File: config.mk
export PLATFORM = sky130hd
export DESIGN_NAME = umul_bi_seq_flat
export DESIGN_NICKNAME = d
export VERILOG_FILES = /design/src/rtl/umul_bi_seq_if.sv /design/src/rtl/umul_bi_seq.sv /design/src/flat_wrapper.sv
export SDC_FILE = /design/constraint.sdc
export NUM_CORES = 1
export LEC_CHECK = 0
export CORE_MARGIN = 4
export CORE_UTILIZATION = 46
export DETAILED_ROUTE_END_ITERATION = 10
export GPL_TIMING_DRIVEN = 0
export PLACE_DENSITY = 0.75
export SLEW_MARGIN = 20
export SYNTH_ARGS = -nofsm -noshare
export SYNTH_HDL_FRONTEND = slang
export SYNTH_SLANG_ARGS = --single-unit
File: constraint.sdc
create_clock -name iClk -period 1.6 [get_ports iClk]
set_input_delay 0.24 -clock iClk [delete_from_list [all_inputs] [get_ports iClk]]
set_output_delay 0.24 -clock iClk [all_outputs]
set_load 0.1 [all_outputs]
File: src/rtl/umul_bi_seq_if.sv
// umul_bi_seq_if: start/result handshake and multiplier control bundle for umul_bi_seq
//   iStart, iB    start request and operand B (driven by the requester)
//   iMult         product bit from the multiplier
//   oB            captured operand to the multiplier
//   oLoadB, oClr  multiplier operand-load and RNG-clear strobes
//   oEn           multiplier enable
//   oBusy, oDone  status: busy through LOAD/RUN, one-cycle done pulse
//   oResult       ones count of the last window
//   oSigned       bipolar value scaled by 2^LOGLEN (only with UMUL_BI_SEQ_SIGNED_EN)
interface umul_bi_seq_if #(
  parameter int BITWIDTH = 8,
  parameter int LOGLEN   = 8
);
  logic                 iStart;
  logic [BITWIDTH-1:0]  iB;
  logic                 iMult;
  logic [BITWIDTH-1:0]  oB;
  logic                 oLoadB;
  logic                 oClr;
  logic                 oEn;
  logic                 oBusy;
  logic                 oDone;
  logic [LOGLEN:0]      oResult;
`ifdef UMUL_BI_SEQ_SIGNED_EN
  logic signed [LOGLEN+1:0] oSigned;
  modport slave (input iStart, iB, iMult, output oB, oLoadB, oClr, oEn, oBusy, oDone, oResult, oSigned);
  modport master (output iStart, iB, iMult, input oB, oLoadB, oClr, oEn, oBusy, oDone, oResult, oSigned);
`else
  modport slave (input iStart, iB, iMult, output oB, oLoadB, oClr, oEn, oBusy, oDone, oResult);
  modport master (output iStart, iB, iMult, input oB, oLoadB, oClr, oEn, oBusy, oDone, oResult);
`endif
endinterface

File: src/rtl/umul_bi_seq.sv
// umul_bi_seq: sequencer for a bipolar unary multiplier; loads B, runs a 2^LOGLEN window, counts product ones
//   iClk   clock
//   iRstN  asynchronous active-low reset
//   bus    umul_bi_seq_if slave: start/operand in, multiplier strobes out, result/done out
//   Optional macro UMUL_BI_SEQ_SIGNED_EN adds bus.oSigned = 2*count - 2^LOGLEN.
module umul_bi_seq #(
  parameter int BITWIDTH = 8,
  parameter int LOGLEN   = 8
) (
  input  logic          iClk,
  input  logic          iRstN,
  umul_bi_seq_if.slave  bus
);
  typedef enum logic [1:0] {IDLE, LOAD, RUN, DONE} state_t;
  state_t              state_q, state_d;
  logic [BITWIDTH-1:0] b_q, b_d;
  logic [LOGLEN:0]     ones_q, ones_d;
  logic [LOGLEN-1:0]   win_q, win_d;
  logic [LOGLEN:0]     result_q, result_d;
`ifdef UMUL_BI_SEQ_SIGNED_EN
  logic signed [LOGLEN+1:0] signed_q, signed_d;
`endif
  always_ff @(posedge iClk or negedge iRstN) begin
    if (!iRstN) begin
      state_q  <= IDLE;
      b_q      <= '0;
      ones_q   <= '0;
      win_q    <= '0;
      result_q <= '0;
`ifdef UMUL_BI_SEQ_SIGNED_EN
      signed_q <= '0;
`endif
    end else begin
      state_q  <= state_d;
      b_q      <= b_d;
      ones_q   <= ones_d;
      win_q    <= win_d;
      result_q <= result_d;
`ifdef UMUL_BI_SEQ_SIGNED_EN
      signed_q <= signed_d;
`endif
    end
  end
  // The last RUN cycle's product bit is folded in as the result is captured,
  // so the new result is already visible during DONE.
  always_comb begin
    state_d  = state_q;
    b_d      = b_q;
    ones_d   = ones_q;
    win_d    = win_q;
    result_d = result_q;
`ifdef UMUL_BI_SEQ_SIGNED_EN
    signed_d = signed_q;
`endif
    case (state_q)
      IDLE: begin
        state_d = bus.iStart ? LOAD : IDLE;
        b_d     = bus.iStart ? bus.iB : b_q;
      end
      LOAD: begin
        ones_d  = '0;
        win_d   = '0;
        state_d = RUN;
      end
      RUN: begin
        ones_d = ones_q + (LOGLEN+1)'(bus.iMult);
        win_d  = win_q + LOGLEN'(1);
        if (&win_q) begin
          state_d  = DONE;
          result_d = ones_d;
`ifdef UMUL_BI_SEQ_SIGNED_EN
          signed_d = {ones_d, 1'b0} - (LOGLEN+2)'(2**LOGLEN);
`endif
        end
      end
      default: state_d = IDLE;
    endcase
  end
  assign bus.oB      = b_q;
  assign bus.oLoadB  = state_q == LOAD;
  assign bus.oClr    = state_q == LOAD;
  assign bus.oEn     = state_q == LOAD || state_q == RUN;
  assign bus.oBusy   = state_q == LOAD || state_q == RUN;
  assign bus.oDone   = state_q == DONE;
  assign bus.oResult = result_q;
`ifdef UMUL_BI_SEQ_SIGNED_EN
  assign bus.oSigned = signed_q;
`endif
endmodule

File: src/flat_wrapper.sv
// flat-port wrapper written by rule: the top's interface ports become plain ports
module umul_bi_seq_flat 
#(
  parameter int BITWIDTH = 8,
  parameter int LOGLEN   = 8
)
  (iClk, iRstN, bus_iStart, bus_iB, bus_iMult, bus_oB, bus_oLoadB, bus_oClr, bus_oEn, bus_oBusy, bus_oDone, bus_oResult);
  umul_bi_seq_if #(.BITWIDTH(BITWIDTH), .LOGLEN(LOGLEN)) bus_i ();
  input  logic iClk;
  input  logic iRstN;
  input wire logic [$bits(bus_i.iStart)-1:0] bus_iStart;
  input wire logic [$bits(bus_i.iB)-1:0] bus_iB;
  input wire logic [$bits(bus_i.iMult)-1:0] bus_iMult;
  output wire logic [$bits(bus_i.oB)-1:0] bus_oB;
  output wire logic [$bits(bus_i.oLoadB)-1:0] bus_oLoadB;
  output wire logic [$bits(bus_i.oClr)-1:0] bus_oClr;
  output wire logic [$bits(bus_i.oEn)-1:0] bus_oEn;
  output wire logic [$bits(bus_i.oBusy)-1:0] bus_oBusy;
  output wire logic [$bits(bus_i.oDone)-1:0] bus_oDone;
  output wire logic [$bits(bus_i.oResult)-1:0] bus_oResult;
  assign bus_i.iStart = bus_iStart;
  assign bus_i.iB = bus_iB;
  assign bus_i.iMult = bus_iMult;
  assign bus_oB = bus_i.oB;
  assign bus_oLoadB = bus_i.oLoadB;
  assign bus_oClr = bus_i.oClr;
  assign bus_oEn = bus_i.oEn;
  assign bus_oBusy = bus_i.oBusy;
  assign bus_oDone = bus_i.oDone;
  assign bus_oResult = bus_i.oResult;
  umul_bi_seq #(.BITWIDTH(BITWIDTH), .LOGLEN(LOGLEN)) u_core (.iClk(iClk), .iRstN(iRstN), .bus(bus_i));
endmodule
==> results summary, run 1 <==
The run finished with clean final reports. The post-placement setup slack came out at -0.6485 ns. In this run the critical register-to-register path is captured at u_core.ones_q[8]. In this run, CTS created clock tree buffers numbering 5.

After synthesis, the most frequently instantiated cells are 36 x sky130_fd_sc_hd__dfrtp_1, 21 x sky130_fd_sc_hd__o21ai_0, 16 x sky130_fd_sc_hd__nand2_1. The number of cells on the worst reg-to-reg path is 5. The critical path data arrival time came out at between 1 and 1.5 ns.

STA classifies the critical path endpoint as a primary output. Cells fill approximately two thirds of the core in the end. The synthesized netlist occupies a cell area of 1760 sq um. In the final routed layout, each cell accounts on average for 14.31 microns.

The total number of yosys warnings came out at 0. The clock tree buffer depth came out at 2. The total routing usage reported by global routing is 16.45%. The CTS tree is yes. The maximum ir drop on the vdd rail is 0.001014 V. The H-tree depth reported by CTS is 2. The largest total area in the synthesized netlist belongs to sky130_fd_sc_hd__dfrtp_1. Setup repair after global routing could not meet its margin everywhere. The sequential cell area fraction in the yosys report is 51.17%.

The proportion of netlist area held by the largest area contributor came out at 51.17%. The dominant cell by count in the synthesized netlist is sky130_fd_sc_hd__dfrtp_1. With fillers left out, the area of the finished cells amounts to 2425 sq um. The post-detailed-route count of antenna-violating nets is 0. The number of hold-slack violations in the final timing report was 0. Entering global routing, the biggest net connects 27 pins.

Compared with the post-synthesis result, the final layout area differs by 37.74%. The worst setup path is launched from a register. The post-synthesis average cell area came out at 10.67 sq um.

The repair_antennas step left the layout with diodes totalling 0. During I/O placement, the number of pins put on the boundary was 34. The worst setup path is of the register to primary output kind.

Yosys attributes the largest share of cell area to sky130_fd_sc_hd__dfrtp_1 51%, sky130_fd_sc_hd__mux2_2 7.7%, sky130_fd_sc_hd__o21ai_0 6.0%. The power per standard cell area came out at 2041 nW/um^2. The initial cell density of the core is a little under half. The placer congestion estimate came out at 0.7864. The number of core rows came out at 22. The number of antenna violations at the first check in global routing is 0. The sum of overflow across all layers after global routing is 0. The cell type of the slowest stage on the worst timing path is sky130_fd_sc_hd__dfrtp_2. STA puts the critical path data required time at 1.36 ns.

In the synthesized netlist the dominant register cell turns out to be sky130_fd_sc_hd__dfrtp_1. The clock skew is 0.005110 ns. The reported leakage power is 1.069 nW.

The overall die height is 69.87 microns. The library cell used as clock root buffer is sky130_fd_sc_hd__clkbuf_8. Counting every instance in the synthesized netlist gives ~170.

The residual DRC count is 0. The final critical delay including setup and external delays came out at 1.561 ns. The first-iteration detailed-routing DRC count came out at 88. The headroom to the max-slew limit is 63.66%. The largest incremental delay on the critical path is 0.42 ns. The number of nets in the synthesized netlist is roughly 180. The number of max-cap violations is 0. The largest fanout of any net on the critical path came out at 6. The number of detailed-route iterations in the first pass is 4. The number of buffers and inverters on the critical path is 3. The least setup slack across all paths after layout is approximately 0.04 ns. The first global-routing pass estimated 6486 microns of wire. Counting distinct cell types in the post-synthesis netlist gives 33. Yosys mapped a number of flops with a built-in enable equal to 0. The vias after detailed routing came out at 1401. The final clock period utilization by the worst path is 97.55%.

The clock net in this run drives a total of 36 sinks. In this run the critical register-to-register path is launched from u_core.ones_q[0]. The fraction of registers with async set/reset is 100.0%. The cell family contributing the most delay on the critical path is flip-flops. The slack of the worst reg-to-reg path is roughly 0.05 ns. The number of pins with negative max-slew slack in the final report is 0. The post-detailed-routing wire length is 3705 microns.

The tightest min-delay check is of the input pin to async pin type. The clock latency on the worst-skew pair is 0.29 ns. After detailed placement, the total cell area comes to 2212 sq um. The sum of net half-perimeters after detailed placement came out at approximately 2600 microns. In the final layout, the share of cells above drive strength 1 is 35.07%. The via density per instance came out at 5.409. The area inside the core boundary came out at roughly 3700 sq um. The die width came out at 69.87 microns. The via count of the first global-routing pass came to between 1000 and 1500. The final-report setup violation count is 0.

After clock tree synthesis, the clock-pin slew on the worst setup and hold paths is 0.06 ns. The die area came out at 4881 sq um. The transition time of the tightest slew-check pin is 0.5477 ns. Timing would allow up to 0.6407 GHz. The synthesis-stage register bit count is 36. The number of nets in the final layout came out at ~230. The most critical setup path has its startpoint at u_core.state_q[1]. Traced cell by cell, the critical path runs through inv_2 > ha_4 > buf_6 > buf_12.

Buffers placed on the I/O ports in this run total 33.
layout make-up:
class	instances	area, sq um
plain buffers	7	63.81
clock buffers	8	90.09
fillers	303	1264
inverters	10	40.04
multi-input cells	112	860.8
flip-flops and latches	36	903.4
well taps	48	60.06
repair buffers	38	406.6
per-stage QoR:
step	hold slack [ns]	TNS, ns	power, W	instances
floorplan	-0.05559	-0.1375	0.003553	165
global placement	0.4606	-22.39	0.004086	246
detailed placement	0.1256	-7.042	0.004158	247
CTS	0.3479	-0.009919	0.004896	258
global route	0.3793	-0.01110	0.005204	259
finish	0.3517	0	0.004950	259
kinds of logic (layout without fill, tap and decap cells):
logic type                 Yosys count  in the layout  synth area share (%)
and+or+nand+nor                     45             45                 13.58
buffers and inverters               17             63                 4.193
DFF                                 36             36                 51.17
muxes                               16             16                 9.950
adders and majority gates            7              7                 4.975
xor gates and xnor gates             7              7                 3.483
AOI/OAI and AO/OA                   37             37                 12.65
cells in the final DEF, fill, tap and decap left out, drive strengths merged:
| master | count |
|---|---|
| dfrtp | 36 |
| o21ai | 22 |
| clkdlybuf4s15 | 17 |
| nand2 | 16 |
| buf | 14 |
| mux2 | 12 |
| nand3 | 11 |
| clkbuf | 11 |
| inv | 10 |
| clkdlybuf4s50 | 9 |
| ha | 7 |
| a21oi | 6 |
| nor2 | 6 |
| mux2i | 4 |
| xor2 | 4 |
| o31ai | 3 |
| xnor2 | 3 |
| and4 | 3 |
| or3 | 3 |
| and3 | 2 |
| nand4 | 2 |
| o2bb2ai | 2 |
| and2b | 1 |
| o311ai | 1 |
| nor4 | 1 |
| a21o | 1 |
| a22o | 1 |
| o22ai | 1 |
| dlygate4sd3 | 1 |
| dlygate4sd2 | 1 |
per-layer routing:
| metal | part of all wire, % | wire length [microns] | GRT usage (%) |
|---|---|---|---|
| met4 | 1.5 | 57 | 6.383 |
| met3 | 6.4 | 237 | 5.180 |
| met1 | 43 | 1599 | 19.34 |
| met2 | 49 | 1810 | 27.91 |
| met5 | 0 | 0 | 0 |
power by group:
part	internal, W	switching, W
Clock	0.000351	0.000304
Sequential	0.00108	0.000124
Combinational	0.000918	0.00218
Total	0.00235	0.00260
repair_timing:
action / 4_1_cts / 5_1_grt
endpoints found under the hold margin: 10 / 0
hold buffers: 1 / 0
pin swaps: 2 / 2
setup buffers: 2 / 1
setup endpoints to repair: 34 / 20
resized for setup: 94 / 11
registers in the layout, indices dropped and copies added (netlist names):
signal / cells
u_core.bus.oResult: 9
u_core.bus.oB: 8
u_core.ones_q: 9
u_core.win_q: 8
u_core.state_q: 2
worst max-delay path by stage:
stage | endpoint | depth (start not counted)
3_3_place_gp | bus_oEn | 4
2_1_floorplan | bus_oLoadB | 3
4_1_cts | bus_oEn | 4
5_1_grt | bus_oEn | 4
6_report | bus_oEn | 4
3_5_place_dp | bus_oEn | 4
Note: power is estimated with default switching activity, not from simulation.
==> inputs of run 2 (changes only) <==
--- a/config.mk
+++ b/config.mk
@@ -5,11 +5,12 @@
 export SDC_FILE = /design/constraint.sdc
 export NUM_CORES = 1
 export LEC_CHECK = 0
-export CORE_MARGIN = 4
+export CORE_MARGIN = 10
 export CORE_UTILIZATION = 46
 export DETAILED_ROUTE_END_ITERATION = 10
 export GPL_TIMING_DRIVEN = 0
 export PLACE_DENSITY = 0.75
+export RECOVER_POWER = 25
 export SLEW_MARGIN = 20
 export SYNTH_ARGS = -nofsm -noshare
 export SYNTH_HDL_FRONTEND = slang
==> run 2 against run 1 <==
Global-route usage down 4.9 points. Utilization up 0.27 points. Total power down 0.77%. Fmax up 1.3%. Combinational power about the same. First-iteration DRC count down 6.8%. Critical path type unchanged. Design area up 0.41%. Non-clock buffer count up 1. Count of clock-buffer cells in the layout unchanged.
==> results summary, run 2 (same netlist as run 1, synthesis figures left out) <==
The reported leakage power is 1.071 nW (+0.16%). The startpoint-to-endpoint class of the critical path is register to primary output. The path class of the tightest hold or removal check is input pin to async pin. The post-detailed-routing wire length was 3806 microns (+2.7%). The post-detailed-route count of antenna-violating nets is 0 (unchanged).

The part of the total power dissipated in the clock network came to 13.0% (-0.2 points). The placer congestion estimate came out at 0.8005 (+1.8%). The count of clock tree sinks is 36 (unchanged). The headroom to the max-slew limit was 58.81% (-4.9 points).

The number of antenna violations at the first check in global routing came out at 0 (unchanged). The final sum of negative setup slack is 0 ns (unchanged). The number of hold-slack violations in the final timing report came out at 0 (unchanged).

The clock tree buffer depth is 2 (unchanged). The initial cell density of the core is 47.73% (unchanged). The final total power was 0.004912 W (-0.77%). The vias after detailed routing came to 1380 (-1.5%).

The wire length of the first global-routing pass is 6210 microns (-4.3%). The overall die height was 81.87 microns (+17%). The sum of overflow across all layers after global routing was 0 (unchanged).

The critical path endpoint category is a primary output. The fraction of power spent switching nets is 52.45% (-0.15 points). The maximum number of pins on one net before global-route repair came out at 27 (unchanged).

The first-iteration detailed-routing DRC count came out at 82 (-6.8%). The commonest non-fill, non-tap cell in the layout is sky130_fd_sc_hd__dfrtp_1. The number of detailed-route iterations in the first pass is 4 (unchanged). The combinational fraction of design power came out at 62.6% (about the same). The count of placed standard cells including taps came out at 247 (unchanged). The die area is 6702 sq um (+37%).

The largest fanout of any net on the critical path is 6 (unchanged). The clock skew is 0.007022 ns (+0.001912 ns). The switching power came out at 0.002577 W (-1.1%). The highest achievable clock rate came out at 0.6487 GHz (+1.3%). The internal power of the cells is 0.002335 W (-0.45%).

The clock latency on the worst-skew pair is 0.28 ns (about the same). The critical path data arrival time is 1.30 ns (-0.02 ns). The top-level port count is 34 (unchanged). The run finished with clean final reports.

The final clock period utilization by the worst path is 96.34% (-1.2 points). The power per standard cell area came out at 2017 nW/um^2 (-1.2%). The top cell types in the final layout, fill and taps aside, are 34 x sky130_fd_sc_hd__dfrtp_1, 17 x sky130_fd_sc_hd__clkdlybuf4s15_2, 15 x sky130_fd_sc_hd__o21ai_0, 15 x sky130_fd_sc_hd__nand2_1, 12 x sky130_fd_sc_hd__mux2_2. The residual DRC count came out at 0 (unchanged). CTS placed an instance of sky130_fd_sc_hd__clkbuf_8 at the clock tree root. The final cell count without fillers was 260 (+0.39%). The number of core rows is 22 (unchanged). The number of pins with negative max-slew slack in the final report came to 0 (unchanged). The final-report setup violation count is 0 (unchanged). The number of max-cap violations came out at 0 (unchanged).

The via count of the first global-routing pass came out at 1388 (-3.5%). The via density per instance is 5.308 (-1.9%). The die width came out at 81.87 microns (+17%). The utilization after layout is 66.01% (+0.27 points).

The H-tree depth reported by CTS came out at 2 (unchanged). The number of antenna repair diodes came out at 0 (unchanged). The worst setup path is launched from a register. The maximum ir drop on the vdd rail came to 0.0009849 V (-2.9%). The sum of net half-perimeters after detailed placement is 2755 microns (+5.3%). The post-synthesis to final-layout area growth is 38.31%. The proportion of layout cells with a drive suffix above 1 came to 35.38% (+0.31 points).

TritonCTS built the clock tree. The post-CTS clock slew at the launch and capture registers of the worst setup and hold paths came out at 0.07 ns (about the same). The slack of the worst reg-to-reg path came out at 0.06 ns (about the same).

The area inside the core boundary is 3689 sq um (unchanged). The routed wirelength normalized by instance count came to 14.64 microns (+2.3%). The number of nets in the final layout was 230 (+0.44%). The final critical delay including setup and external delays was 1.541 ns (-0.01930 ns). The relative contribution of sequential cells to total power came out at 24.4% (about the same). The data required time of the worst path came out at 1.36 ns (about the same). The total routing usage reported by global routing came out at 11.58% (-4.9 points).

Setup repair after global routing could not meet its margin everywhere. The number of CTS-inserted buffers came to 5 (unchanged). The transition time of the tightest slew-check pin came out at 0.6179 ns (+0.07020 ns).

The number of buffers inserted by port buffering is 33 (unchanged).
## run 2: cell count changes in the layout (fill, tap and decap cells not counted), sizes merged
cell	before	now
clkinv	0	1
clkbuf	11	12
inv	10	9
## run 2: final timing paths
check / start / to / cells after the start
setup / recovery: u_core.state_q[1] / bus_oEn / 4
hold / removal: iRstN / u_core.bus.oResult[8] / 2
setup reg to reg: u_core.ones_q[0] / u_core.bus.oResult[8] / 6
hold reg to reg: u_core.bus.oResult[7] / u_core.bus.oResult[7] / 2
max in group asynchronous: iRstN / u_core.state_q[0] / 3
min in group iClk: u_core.bus.oResult[7] / u_core.bus.oResult[7] / 2
## run 2: area by class of cell
| type | instances | area [sq um] |
|---|---|---|
| fillers | 289 | 1254 |
| flip-flops and latches | 36 | 903.4 |
| multi-input cells | 112 | 868.3 |
| repair buffers | 39 | 412.9 |
| clock buffers | 8 | 90.09 |
| plain buffers | 7 | 61.31 |
| well taps | 48 | 60.06 |
| inverters | 10 | 38.79 |
## run 2: critical path: stages, from the launching register on
cell	delay [ns]
sky130_fd_sc_hd__dfrtp_2	0.42
sky130_fd_sc_hd__inv_2	0.07
sky130_fd_sc_hd__ha_4	0.29
sky130_fd_sc_hd__buf_6	0.10
sky130_fd_sc_hd__buf_12	0.16
## run 2: power groups by stage
stage	clock network (W)	registers (W)	logic (W)
floorplan	0	0.00196	0.00159
global placement	0	0.00119	0.00291
detailed placement	0	0.00120	0.00295
CTS	0.000658	0.00119	0.00304
global route	0.000704	0.00122	0.00326
finish	0.000639	0.00120	0.00307
## run 2: repair_timing
item / CTS / global route
setup endpoints to repair: 31 / 20
pin swaps: 3 / 3
gates resized for setup: 95 / 9
hold buffers: 1 / 0
endpoints found under the hold margin: 10 / 0
buffers inserted: 3 / 1
## run 2: stage by stage
step / hold slack (ns) / cell area, sq um / setup WS [ns]
detailed placement: 0.1274 / 2212 / -0.6455
finish: 0.4831 / 2435 / 0.05854
CTS: 0.3609 / 2397 / 0.002658
floorplan: -0.05559 / 1807 / -0.05550
global route: 0.5158 / 2435 / -0.01767
global placement: 0.4609 / 2197 / -0.6337
## run 2: per-layer routing
layer  global-route usage, %  up-vias  share of wire (%)
met5                       0        -                  0
met1                   12.49      671                 43
met3                   4.913        4                8.2
met4                   3.061        0               0.60
met2                   20.38       35                 48
li1                        -      670                  -
